`src/rtl/pipo_shift_register.sv`:
```
// ============================================================================
// Module      : pipo_shift_register
// Description : Parallel-in/parallel-out register bank with STAGES cascaded
//               stages from B to Q and a valid flag for post-reset data.
// Revision    : 1.0 - initial release
// ============================================================================
`default_nettype none

module pipo_shift_register #(
  parameter int               WIDTH       = 4,
  parameter int               STAGES      = 1,
  parameter logic [WIDTH-1:0] RESET_VALUE = {WIDTH{1'b0}}
) (
  input  logic             clk,
  input  logic             reset,
  input  logic [WIDTH-1:0] B,
  output logic [WIDTH-1:0] Q,
  output logic             q_valid
);

  localparam int CNT_W = $clog2(STAGES + 1);
  localparam logic [CNT_W-1:0] CNT_FULL = CNT_W'(STAGES);

  logic [WIDTH-1:0] stage_q [STAGES];
  logic [WIDTH-1:0] stage_d [STAGES];
  logic [CNT_W-1:0] cnt_q;
  logic [CNT_W-1:0] cnt_d;
  logic             valid_q;
  logic             valid_d;

  always_comb begin
    stage_d[0] = B;
    for (int k = 1; k < STAGES; k++) begin
      stage_d[k] = stage_q[k-1];
    end
  end

  // Count saturates at STAGES: that is the edge the first real word reaches Q.
  always_comb begin
    cnt_d   = (cnt_q == CNT_FULL) ? cnt_q : cnt_q + CNT_W'(1);
    valid_d = (cnt_d == CNT_FULL);
  end

  always_ff @(posedge clk) begin
    if (reset) begin
      for (int k = 0; k < STAGES; k++) begin
        stage_q[k] <= RESET_VALUE;
      end
      cnt_q   <= '0;
      valid_q <= 1'b0;
    end else begin
      for (int k = 0; k < STAGES; k++) begin
        stage_q[k] <= stage_d[k];
      end
      cnt_q   <= cnt_d;
      valid_q <= valid_d;
    end
  end

  assign Q       = stage_q[STAGES-1];
  assign q_valid = valid_q;

endmodule

`default_nettype wire

```
`config.mk`:
```
export PLATFORM = sky130hd
export DESIGN_NAME = pipo_shift_register
export DESIGN_NICKNAME = d
export VERILOG_FILES = /design/src/rtl/pipo_shift_register.sv
export SDC_FILE = /design/constraint.sdc
export NUM_CORES = 1
export LEC_CHECK = 0
export ABC_AREA = 1
export CORE_AREA = 2 2 39 41
export DETAILED_ROUTE_END_ITERATION = 10
export DIE_AREA = 0 0 41 43
export PLACE_DENSITY = 0.39
export SETUP_SLACK_MARGIN = 0.3
export SYNTH_ARGS = -nofsm -noshare
export SYNTH_HDL_FRONTEND = slang
export SYNTH_SLANG_ARGS = --single-unit
export TNS_END_PERCENT = 1
```
`constraint.sdc`:
```
create_clock -name clk -period 0.8 [get_ports clk]
set_input_delay 0.12 -clock clk [delete_from_list [all_inputs] [get_ports clk]]
set_output_delay 0.12 -clock clk [all_outputs]
set_load 0.01 [all_outputs]
```
After elaboration in Yosys (flattened, before gate mapping)
Memories as Yosys holds them, arrays and structs flattened.
Cells that the tools add are included.
- $add $sub $neg: 1
- mux-type cells: 6
- reductions and logical operators: 1
- operators with widths (cell ; count):
    1-bit two-way mux ; 5
    4-bit two-way mux ; 1
    4-bit OR reduction ; 1
    1-bit adder (second input constant) ; 1
- register bits: 1
- memory bits (writable): 4
- input port bits: 6
- output and inout bits: 5
- logic and storage cells: 10
- memories: 1
- memories (memory ; words ; width ; rd ports ; clocked after Yosys merged registers in ; write ports ; line ; text):
    stage_q ; 1 ; 4 ; 1 ; 0 ; 1 ; 24 ; logic [WIDTH-1:0] stage_q [STAGES];

Logic depth before layout (Yosys ltp)
- depth in word-level cells: 3
- gate-level depth with buffers: 2
- mapped depth without buffers: 2

Worst setup path before layout
Ideal clock, no wire load.
- path kind: register to output
- start point: memory stage_q[0][0]
- end point: output Q[0]
- data arrival time: 0.331 ns
- required time: 0.680 ns
- path slack: 0.349 ns
- stages on the path, launching flop included: 1
- path buffers: 0
- cell sequence: dfxtp_1
- word-level cells in the longest chain between the ends: 1
- RTL lines (element ; line ; text):
    start, declared ; 24 ;
    memory read 1 x 4 bit ; - ;
    end, declared ; 17 ; output logic [WIDTH-1:0] Q,
No other way between the ends.

Worst setup path after layout
Ends and elaborated chain as after synthesis.

==> metrics.txt <==
Startpoint Class=register; Place WS=-0.1446 ns; CP Buf/Inv Count=1; largest area contributor in the netlist=dfxtp_1; worst setup margin=0.01529 ns; Die Span X=41 µm; Synth Area in Simple Gates=11.21%; Max Cap Viol=0; PD cells=2187 mW/mm²; cell area after layout=282.8 µm²; Crit-path slowest cell=dfxtp_2; area grow syn2layout=111.2%; worst min-delay path class=in -> reg; overall routing resource usage=3.924%; worst rel slew slack=89.06%; DRC=0; VDD IR-drop max=0.5335 mV; Ports=11; mux share of post-synthesis cell area=0%; P_sw=0.0001299 W; Worst-Margin Slew=0.1638 ns; xor/xnor share of the synthesized area=0%; TritonCTS Sinks=5; slowest stage delay, CP=0.31 ns; Core Rows=14; synthesized area=133.9 µm²; number of fill cells=152; 1st-iter DRT viols=1; first-pass GRT wire length=345 µm; Worst setup startpoint=stage_q[0][0]$_SDFF_PP0_; vias in the first global route=100; initial antenna violation count=0; Worst Path Arrival=0.66 ns; Hold Violations, Final=0; Cell Chain, Critical Path=buf_6; EDFF count, synth=0; CP max FO=1; Async SR Flop Fraction=0%; Final Critical Period=0.7847 ns; ys flop type=dfxtp_1; RSZ-0062 raised after global routing=true; diode count=0; WL per Instance=6.841 µm; Initial Util=9.674%; sequential share of power=43.4%; height of the die=43 µm; sequential share of the synthesized area=74.77%; synth warn=0; PortBufs=10; CTS root buf=clkbuf_4; CP top delay family=flip-flops; Placer Congestion=0.5364; Final nets=35; post-synthesis compound-gate area fraction=0%; Num CTS Buffers=3; top cell type's share of synthesized area=74.77%; Synth cell types=3; Syn Nets=20; H-tree depth=1; area share of fa/ha/maj cells after synthesis=0%; gr ovfl total=0; static leakage=0.1828 nW; final clock period utilization by the worst path=98.09%; post-CTS setup buffers=0; Max Fclk=1274 MHz; Core ar.=0.001384 mm²; final setup TNS=0 ns; multi-input logic area=15.01 µm²; Register Area=102.6 µm²; largest family of logic cells by synthesized area=buffers and inverters; Area contributors post-synth=dfxtp_1 75%, inv_1 14%, nor2_1 11%; Clock power frac=47.3%; max-slew violation count=0; internal power=0.0004886 W; Final setup violation count=0; synthesized instance count=14; Crit Path Class=reg -> out; hold bufs inserted after CTS=0; Initial DRT Pass Iterations=4; Gate power share=9.3%; largest net degree at the start of global routing=6; Switching Share=21.00%; die area=0.001763 mm²; Detail Route Antenna Nets=0; vias per cell=2.659; share of layout cells above drive strength 1=35.71%; Hold WS=0.1165 ns; critical path required time=0.68 ns; Max Root-Sink Buffers=2; worst hold start=B[0]; via count=117; Area after DPL=254.0 µm²; DRT Wirelength=301 µm; Mean Syn Cell Area=9.563 µm²; Seq cells post-synth=5; CTS tree=built; status=complete, no violations; crit path capture type=output port; Worst-path clk slew=0.05 ns; most frequent cells after synthesis=5 x dfxtp_1, 5 x inv_1, 4 x nor2_1
-- registers in the layout (all words and copies together), names as in the netlist --
signal / flops
stage_q: 4
q_valid: 1
-- layout by cell type, fill, tap and decap left out --
master and n:
clkbuf_4 3, dfxtp_2 2, clkbuf_1 1, buf_2 3, dfxtp_1 3, buf_6 2
dlymetal6s2s_1 5, nor2_1 4, inv_1 5
-- repair_timing --
action	CTS	global route
pin swaps	0	4
gates resized for setup	20	9
setup endpoints to repair	10	10
-- area by class of cell --
class / instances / area share [%]
sequential: 5 / 36.28
clock buffer: 4 / 9.292
multi-input combinational: 4 / 5.310
timing repair buffer: 10 / 35.40
inverter: 5 / 6.637
tap: 16 / 7.080
-- worst paths after layout --
kind  slack, ns  depth (start not counted)                        to
max        0.02                          1                      Q[0]
min        0.12                          3  stage_q[0][0]$_SDFF_PP0_
-- metrics by stage --
step           utilization [%]  total power [W]  std cells
2_1_floorplan                -        0.0002867         14
3_5_place_dp             18.35        0.0003397         40
5_1_grt                  20.43        0.0006421         44
3_3_place_gp             18.35        0.0003392         40
4_1_cts                  18.44        0.0006212         44
6_report                 20.43        0.0006185         44
-- cells by family (layout without fill, tap and decap cells) --
kind of cell,Yosys count,in the layout
flops,5,5
buf+inv,5,19
simple gates,4,4
-- power groups by stage --
stage	combinational [W]	sequential (W)	clock (W)
after global placement	0.0000681	0.000271	0
after detailed placement	0.0000682	0.000272	0
after global routing	0.0000644	0.000269	0.000308
after CTS	0.0000559	0.000267	0.000299
final	0.0000576	0.000268	0.000292
after floorplan	0.00000822	0.000278	0
-- per-layer routing --
layer / wire length, µm / GRT usage (%)
met4: 0 / 8.000
met1: 136 / 4.207
met2: 88 / 2.500
met3: 76 / 3.141
met5: 0 / 0
Note: power is estimated with default switching activity, not from simulation.
